<file path="src/rtl/sw_input_conditioner_pkg.sv">
// Shared constants and types for the switch input conditioner.
// Switch channel indices and 50 MHz defaults live here so every consumer agrees on them.
package sw_input_conditioner_pkg;

    localparam int SW_RESET = 0;
    localparam int SW_ENA   = 1;
    localparam int SW_SENS1 = 2;
    localparam int SW_SENS2 = 3;
    localparam int SW_PEAK  = 4;
    localparam int SW_PEAK1 = 5;

    // 20 ms debounce window and 0.5 s tick period at 50 MHz
    localparam int DEF_DEBOUNCE_CYCLES = 1_000_000;
    localparam int DEF_TICK_DIV        = 25_000_000;

    typedef enum logic {
        STABLE_LO = 1'b0,
        STABLE_HI = 1'b1
    } db_state_e;

endpackage

</file>
<file path="src/rtl/sw_input_conditioner_if.sv">
// Switch conditioner bus: raw switches and tick enable in, clean levels, strobes and tick out.
interface sw_input_conditioner_if #(
    parameter int N_SW = 6
);
    logic [N_SW-1:0] sw_raw;
    logic            tick_en;
    logic [N_SW-1:0] sw_db;
    logic [N_SW-1:0] sw_rise;
    logic [N_SW-1:0] sw_fall;
    logic            tick;

    modport master (
        output sw_raw, tick_en,
        input  sw_db, sw_rise, sw_fall, tick
    );

    modport slave (
        input  sw_raw, tick_en,
        output sw_db, sw_rise, sw_fall, tick
    );
endinterface

</file>
<file path="src/rtl/sw_input_conditioner_debounce_ch.sv">
// One switch channel: synchroniser chain, debounce counter, two-state level FSM and
// registered rise/fall strobes that fire in the same cycle the clean level changes.
module sw_debounce_ch
    import sw_input_conditioner_pkg::*;
#(
    parameter int SYNC_STAGES     = 2,
    parameter int DEBOUNCE_CYCLES = DEF_DEBOUNCE_CYCLES,
    parameter int CNT_W           = 20
) (
    input  logic clk,
    input  logic reset,
    input  logic i_raw,
    output logic o_db,
    output logic o_rise,
    output logic o_fall
);
    localparam logic [CNT_W-1:0] CNT_LAST = CNT_W'(DEBOUNCE_CYCLES - 1);

    logic [SYNC_STAGES-1:0] r_sync;
    db_state_e              r_state;
    db_state_e              w_state_nxt;
    logic [CNT_W-1:0]       r_cnt;
    logic [CNT_W-1:0]       w_cnt_nxt;
    logic                   r_rise;
    logic                   r_fall;
    logic                   w_rise_nxt;
    logic                   w_fall_nxt;
    logic                   w_s;

    assign w_s = r_sync[SYNC_STAGES-1];

    always_ff @(posedge clk or posedge reset) begin
        if (reset) begin
            r_sync  <= '0;
            r_state <= STABLE_LO;
            r_cnt   <= '0;
            r_rise  <= 1'b0;
            r_fall  <= 1'b0;
        end else begin
            r_sync  <= {r_sync[SYNC_STAGES-2:0], i_raw};
            r_state <= w_state_nxt;
            r_cnt   <= w_cnt_nxt;
            r_rise  <= w_rise_nxt;
            r_fall  <= w_fall_nxt;
        end
    end

    // Counter clears whenever the synchronised input agrees with the level, so any bounce restarts qualification
    always_comb begin
        w_state_nxt = r_state;
        w_cnt_nxt   = '0;
        w_rise_nxt  = 1'b0;
        w_fall_nxt  = 1'b0;
        case (r_state)
            STABLE_LO: begin
                if (w_s) begin
                    if (r_cnt == CNT_LAST) begin
                        w_state_nxt = STABLE_HI;
                        w_rise_nxt  = 1'b1;
                    end else begin
                        w_cnt_nxt = r_cnt + CNT_W'(1);
                    end
                end
            end
            STABLE_HI: begin
                if (!w_s) begin
                    if (r_cnt == CNT_LAST) begin
                        w_state_nxt = STABLE_LO;
                        w_fall_nxt  = 1'b1;
                    end else begin
                        w_cnt_nxt = r_cnt + CNT_W'(1);
                    end
                end
            end
            default: w_state_nxt = STABLE_LO;
        endcase
    end

    assign o_db   = (r_state == STABLE_HI);
    assign o_rise = r_rise;
    assign o_fall = r_fall;
endmodule

</file>
<file path="src/rtl/sw_input_conditioner.sv">
// Switch front end: N_SW independent debounce channels plus a gated tick divider that
// replaces the free-running divided clock with a one-cycle enable in the clk domain.
module sw_input_conditioner
    import sw_input_conditioner_pkg::*;
#(
    parameter int N_SW            = 6,
    parameter int SYNC_STAGES     = 2,
    parameter int DEBOUNCE_CYCLES = DEF_DEBOUNCE_CYCLES,
    parameter int CNT_W           = 20,
    parameter int TICK_DIV        = DEF_TICK_DIV,
    parameter int TICK_W          = 25
) (
    input  logic                   clk,
    input  logic                   reset,
    sw_input_conditioner_if.slave  bus
);
    if (SYNC_STAGES < 2) begin : g_bad_sync
        $fatal(1, "SYNC_STAGES must be at least 2");
    end
    if (DEBOUNCE_CYCLES < 1 || (64'd1 << CNT_W) < 64'(DEBOUNCE_CYCLES)) begin : g_bad_cnt
        $fatal(1, "CNT_W too narrow for DEBOUNCE_CYCLES");
    end
    if (TICK_DIV < 2 || (64'd1 << TICK_W) < 64'(TICK_DIV)) begin : g_bad_tick
        $fatal(1, "TICK_W too narrow for TICK_DIV, or TICK_DIV below 2");
    end

    logic [N_SW-1:0] w_db;
    logic [N_SW-1:0] w_rise;
    logic [N_SW-1:0] w_fall;

    for (genvar gi = 0; gi < N_SW; gi++) begin : g_ch
        sw_debounce_ch #(
            .SYNC_STAGES     (SYNC_STAGES),
            .DEBOUNCE_CYCLES (DEBOUNCE_CYCLES),
            .CNT_W           (CNT_W)
        ) u_ch (
            .clk    (clk),
            .reset  (reset),
            .i_raw  (bus.sw_raw[gi]),
            .o_db   (w_db[gi]),
            .o_rise (w_rise[gi]),
            .o_fall (w_fall[gi])
        );
    end

    assign bus.sw_db   = w_db;
    assign bus.sw_rise = w_rise;
    assign bus.sw_fall = w_fall;

    localparam logic [TICK_W-1:0] TCNT_LAST = TICK_W'(TICK_DIV - 1);

    logic [TICK_W-1:0] r_tcnt;
    logic              r_tick;

    // Divider freezes while disabled, so pauses stretch the period instead of losing phase
    always_ff @(posedge clk or posedge reset) begin
        if (reset) begin
            r_tcnt <= '0;
            r_tick <= 1'b0;
        end else if (bus.tick_en) begin
            if (r_tcnt == TCNT_LAST) begin
                r_tcnt <= '0;
                r_tick <= 1'b1;
            end else begin
                r_tcnt <= r_tcnt + TICK_W'(1);
                r_tick <= 1'b0;
            end
        end else begin
            r_tick <= 1'b0;
        end
    end

    assign bus.tick = r_tick;
endmodule
</file>
<file path="src/flat_wrapper.sv">
// flat-port wrapper written by rule: the top's interface ports become plain ports
module sw_input_conditioner_flat import sw_input_conditioner_pkg::*;
#(
    parameter int N_SW            = 6,
    parameter int SYNC_STAGES     = 2,
    parameter int DEBOUNCE_CYCLES = DEF_DEBOUNCE_CYCLES,
    parameter int CNT_W           = 20,
    parameter int TICK_DIV        = DEF_TICK_DIV,
    parameter int TICK_W          = 25
)
  (clk, reset, bus_sw_raw, bus_tick_en, bus_sw_db, bus_sw_rise, bus_sw_fall, bus_tick);
  sw_input_conditioner_if #(.N_SW(N_SW)) bus_i ();
  input  logic clk;
  input  logic reset;
  input wire logic [$bits(bus_i.sw_raw)-1:0] bus_sw_raw;
  input wire logic [$bits(bus_i.tick_en)-1:0] bus_tick_en;
  output wire logic [$bits(bus_i.sw_db)-1:0] bus_sw_db;
  output wire logic [$bits(bus_i.sw_rise)-1:0] bus_sw_rise;
  output wire logic [$bits(bus_i.sw_fall)-1:0] bus_sw_fall;
  output wire logic [$bits(bus_i.tick)-1:0] bus_tick;
  assign bus_i.sw_raw = bus_sw_raw;
  assign bus_i.tick_en = bus_tick_en;
  assign bus_sw_db = bus_i.sw_db;
  assign bus_sw_rise = bus_i.sw_rise;
  assign bus_sw_fall = bus_i.sw_fall;
  assign bus_tick = bus_i.tick;
  sw_input_conditioner #(.N_SW(N_SW), .SYNC_STAGES(SYNC_STAGES), .DEBOUNCE_CYCLES(DEBOUNCE_CYCLES), .CNT_W(CNT_W), .TICK_DIV(TICK_DIV), .TICK_W(TICK_W)) u_core (.clk(clk), .reset(reset), .bus(bus_i));
endmodule
</file>
<file path="config.mk">
export PLATFORM = sky130hd
export DESIGN_NAME = sw_input_conditioner_flat
export DESIGN_NICKNAME = d
export VERILOG_FILES = /design/src/rtl/sw_input_conditioner_pkg.sv /design/src/rtl/sw_input_conditioner_if.sv /design/src/rtl/sw_input_conditioner_debounce_ch.sv /design/src/rtl/sw_input_conditioner.sv /design/src/flat_wrapper.sv
export SDC_FILE = /design/constraint.sdc
export NUM_CORES = 1
export LEC_CHECK = 0
export ABC_AREA = 1
export ABC_CLOCK_PERIOD_IN_PS = 1390
export CORE_MARGIN = 1
export CORE_UTILIZATION = 54
export CTS_BUF_LIST = sky130_fd_sc_hd__clkbuf_4 sky130_fd_sc_hd__clkbuf_8
export CTS_CLUSTER_SIZE = 30
export DETAILED_ROUTE_END_ITERATION = 10
export PLACE_DENSITY_LB_ADDON = 0.3
export SYNTH_ARGS = -nofsm -noshare
export SYNTH_HDL_FRONTEND = slang
export SYNTH_HIERARCHICAL = 1
export SYNTH_SLANG_ARGS = --single-unit
</file>
<file path="constraint.sdc">
create_clock -name clk -period 1.39 [get_ports clk]
set_input_delay 0.3475 -clock clk [delete_from_list [all_inputs] [get_ports clk]]
set_output_delay 0.3475 -clock clk [all_outputs]
set_load 0.05 [all_outputs]
</file>
==> results.toml <==
[sta]
drv_slew = 0
maxClockFrequency_mhz = 696.3
final.min_clock_period_ps = 1436
clock_skew_ps = 15.04
rsz0062_at_grt = "true"
finalSetupViolCount = 20
finalHoldViolCount = 0
fin_hold_ws_ps = 319.4
timing.max_slew.rel_slack_pct = 74.48
max_slew.worst_pin.slew_ps = 381.6
final.period_utilization_pct = 103.3
setup_ws_ps = -46.06

[routing]
top_layer = "met4"
wl_met3_um = 783
first_pass_iters = 5
drt-total-wl_mm = 22.21
num_vias = 8799
first_iter_violations = 580
via_per_inst = 5.080
avgRoutedWirePerCell_um = 12.83
route.met2.wl_mm = 11.64
detail_route.wirelength.met1_mm = 9.517
drc_errors = 0
antenna_violating_nets_post_route = 0

[synth]
synth_seq_cells = 176
post_synth.cell_area_avg_um2 = 7.372
synth_top_cell_area_share_pct = 44.99
synthesized_netlist_net_count = 1344
synthesis.area_um2 = 9789
count_of_warnings_emitted_by_yosys = 6
synth.yosys.seq_area_share_pct = 44.99
number_of_flops_mapped_to_enable_cells_by_yosys = 0
async_reset_ff_share_pct = 100.0
synth_top_area_cell = "sky130_fd_sc_hd__dfrtp_1"
synthesis.instances = 1328
ys_dominant_reg_cell = "sky130_fd_sc_hd__dfrtp_1"
synth.distinct_cells = 26
synth_area_leaders = "sky130_fd_sc_hd__dfrtp_1 45%, sky130_fd_sc_hd__nand2_1 13%, sky130_fd_sc_hd__nor2_1 13%, sky130_fd_sc_hd__inv_1 5.8%, sky130_fd_sc_hd__xor2_1 3.2%"

[floorplanning]
num_io_pins = 28
die_height_um = 136.6
core-area_um2 = 17480
fp-row-count = 48
die-width_um = 136.6
initial_utilization_pct = 56.01
dieArea_um2 = 18670

[run_status]
violated_checks = "negative setup slack"
outcome = "complete, but fails checks"

[cts]
cts_num_sinks = 176
clk_path_buf_depth = 2
hold_buffers = 0
cts_tree = "yes"
clock_insertion_delay_worst_skew_ps = 460
h-tree-depth = 4
numCtsBuffers = 17
clkTransAtPathRegs_ps = 90
ctsRootBufferMaster = "sky130_fd_sc_hd__clkbuf_8"

[layout]
inserted_diodes = 0
final_layout_size_suffix_gt1_share_pct = 29.20
area.growth.synth_to_final_pct = 30.13
finish.utilization_pct = 72.89
design_area_um2 = 12740
nNetsFinal = 1510

[global_route]
antenna_found_initial = 0
wire_length_of_the_first_global_routing_pass_mm = 34.69
grt_usage_pct = 23.16
global_route.overflow_total = 0
grt_pass1_vias = 7975
pin_count_of_the_biggest_net_entering_global_routing = 26

[placed_design]
hpwlAfterDp_mm = 14.49
globalplace.congestion = 0.9058
port_buffers = 27
dpl_cell_area_um2 = 11100

[worst_setup_path]
critPathMaxFanout = 7
worst-endpoint-required_ps = 1730
criticalPathCategory = "flop to flop"
critical_path.endpoint_type = "flop"
critPathArrivalTime_ps = 1780
startpoint_class_of_the_critical_path = "flop"

[power_and_ir_drop]
power-per-cell-area_nw_per_um2 = 799.5
vdd_drop_max_mv = 0.6954
power.static_leakage_uw = 0.005783

[worst_hold_path]
worst_hold_path_type = "input port to flop"

[job]
max_cap_viol_count = 0
-- power by group --
group	internal, uW	leakage (uW)	switching, uW
registers	5300	0.00233	200
logic	461	0.00326	608
clock network	1740	0.000193	1880
total	7500	0.00578	2680
-- placed cells by master, fill, tap and decap left out, types with 5 or more instances in the layout --
cell	netlist	final
sky130_fd_sc_hd__nand3_2	12	19
sky130_fd_sc_hd__nand2_4	6	31
sky130_fd_sc_hd__clkdlybuf4s50_1	0	8
sky130_fd_sc_hd__inv_4	1	6
sky130_fd_sc_hd__dfrtp_2	0	20
sky130_fd_sc_hd__buf_6	8	6
sky130_fd_sc_hd__a21oi_1	29	29
sky130_fd_sc_hd__nand2_1	344	305
sky130_fd_sc_hd__clkinvlp_4	0	5
sky130_fd_sc_hd__nor2_4	21	48
sky130_fd_sc_hd__or2_2	8	5
sky130_fd_sc_hd__ha_4	0	5
sky130_fd_sc_hd__nor3_2	6	15
sky130_fd_sc_hd__nand3_1	59	49
sky130_fd_sc_hd__dfrtp_1	176	156
sky130_fd_sc_hd__xor2_1	36	36
sky130_fd_sc_hd__nor2_2	21	52
sky130_fd_sc_hd__inv_2	6	8
sky130_fd_sc_hd__buf_12	0	28
sky130_fd_sc_hd__nor2_1	335	277
sky130_fd_sc_hd__buf_4	0	118
sky130_fd_sc_hd__nor3_1	28	17
sky130_fd_sc_hd__inv_1	151	144
sky130_fd_sc_hd__nand2_2	21	35
sky130_fd_sc_hd__xnor2_1	20	20
sky130_fd_sc_hd__nand4_1	18	18
sky130_fd_sc_hd__clkbuf_8	0	20
-- final cells by class --
| class | instances | area (um^2) |
|---|---|---|
| well taps | 225 | 281.5 |
| repair buffers | 161 | 1619 |
| clock inverters | 12 | 133.9 |
| clock buffers | 20 | 275.3 |
| multi-input cells | 980 | 5391 |
| inverters | 158 | 608.1 |
| flip-flops and latches | 176 | 4429 |
| fillers | 1277 | 4738 |
-- registers in the layout, summed over array words and instances (netlist names), named ones only --
name                     cells
u_core/g_ch.u_ch/r_cnt     120
u_core/r_tcnt               25
u_core/g_ch.u_ch/r_sync     12
u_core/g_ch.u_ch/o_fall      6
u_core/g_ch.u_ch/o_rise      6
u_core/bus.tick              1
-- routing by layer --
metal,track usage (%),up-vias
met3,3.667,22
li1,-,4391
met2,40.69,180
met1,29.17,4206
met5,0,-
met4,7.037,0
-- worst max-delay path, stage by stage (launching register included) --
cell and delay [ps]:
sky130_fd_sc_hd__dfrtp_1 360, sky130_fd_sc_hd__ha_2 190, sky130_fd_sc_hd__nand3_2 100, sky130_fd_sc_hd__inv_2 100
sky130_fd_sc_hd__nand2_2 110, sky130_fd_sc_hd__nor2_4 180, sky130_fd_sc_hd__nand3_1 150, sky130_fd_sc_hd__nand2_4 100
sky130_fd_sc_hd__nor2_2 30
-- synth_stat cells, types with 7 or more instances --
cell,number
sky130_fd_sc_hd__or2_2,8
sky130_fd_sc_hd__ha_1,7
sky130_fd_sc_hd__nand3_2,12
sky130_fd_sc_hd__nand2_2,21
sky130_fd_sc_hd__nand3_1,59
sky130_fd_sc_hd__a21oi_1,29
sky130_fd_sc_hd__nor3_1,28
sky130_fd_sc_hd__xor2_1,36
sky130_fd_sc_hd__inv_1,151
sky130_fd_sc_hd__xnor2_1,20
sky130_fd_sc_hd__dfrtp_1,176
sky130_fd_sc_hd__nand2_1,344
sky130_fd_sc_hd__nor2_1,335
sky130_fd_sc_hd__nand4_1,18
sky130_fd_sc_hd__nor2_2,21
sky130_fd_sc_hd__nor2_4,21
sky130_fd_sc_hd__buf_6,8
-- stage by stage --
step | worst slack [ps] | power (uW) | cells | TNS (ps)
2_1_floorplan | 56.30 | 6111 | 1328 | 0
3_3_place_gp | -330.1 | 6413 | 1645 | -6311
3_5_place_dp | -433.2 | 6454 | 1645 | -8297
4_1_cts | -63.21 | 10130 | 1690 | -283.4
5_1_grt | -153.2 | 10660 | 1732 | -4693
6_report | -46.06 | 10180 | 1732 | -360.2
-- final timing paths --
kind | slack [ps] | depth (start not counted) | to | start
min in group asynchronous | 520 | 3 | u_core/g_ch[2].u_ch/r_cnt[3] | reset
min | 320 | 1 | u_core/g_ch[1].u_ch/r_sync[0] | bus_sw_raw[1]
max in group asynchronous | 680 | 3 | u_core/g_ch[1].u_ch/r_cnt[12] | reset
max | -50 | 8 | u_core/r_tcnt[22] | u_core/r_tcnt[0]
max reg2reg | -50 | 8 | u_core/r_tcnt[22] | u_core/r_tcnt[0]
min reg2reg | 350 | 0 | u_core/g_ch[1].u_ch/r_sync[1] | u_core/g_ch[1].u_ch/r_sync[0]
-- logic make-up after synthesis --
kind of cell             after synthesis  synth area share (%)
XOR/XNOR                              56                 5.010
multiplexers                           1                0.1023
flip-flops                           176                 44.99
AND/OR/NAND/NOR                      880                 39.85
buffers and inverters                172                 7.311
adder cells (fa/ha/maj)                7                0.8946
AO/OA/AOI/OAI                         36                 1.840
-- timing repair --
item	4_1_cts	5_1_grt
gates resized for setup	24	208
setup buffers	13	41
setup endpoints to repair	44	161
pin swaps	12	72
gates cloned	0	1
Note: power is estimated with default switching activity, not from simulation.
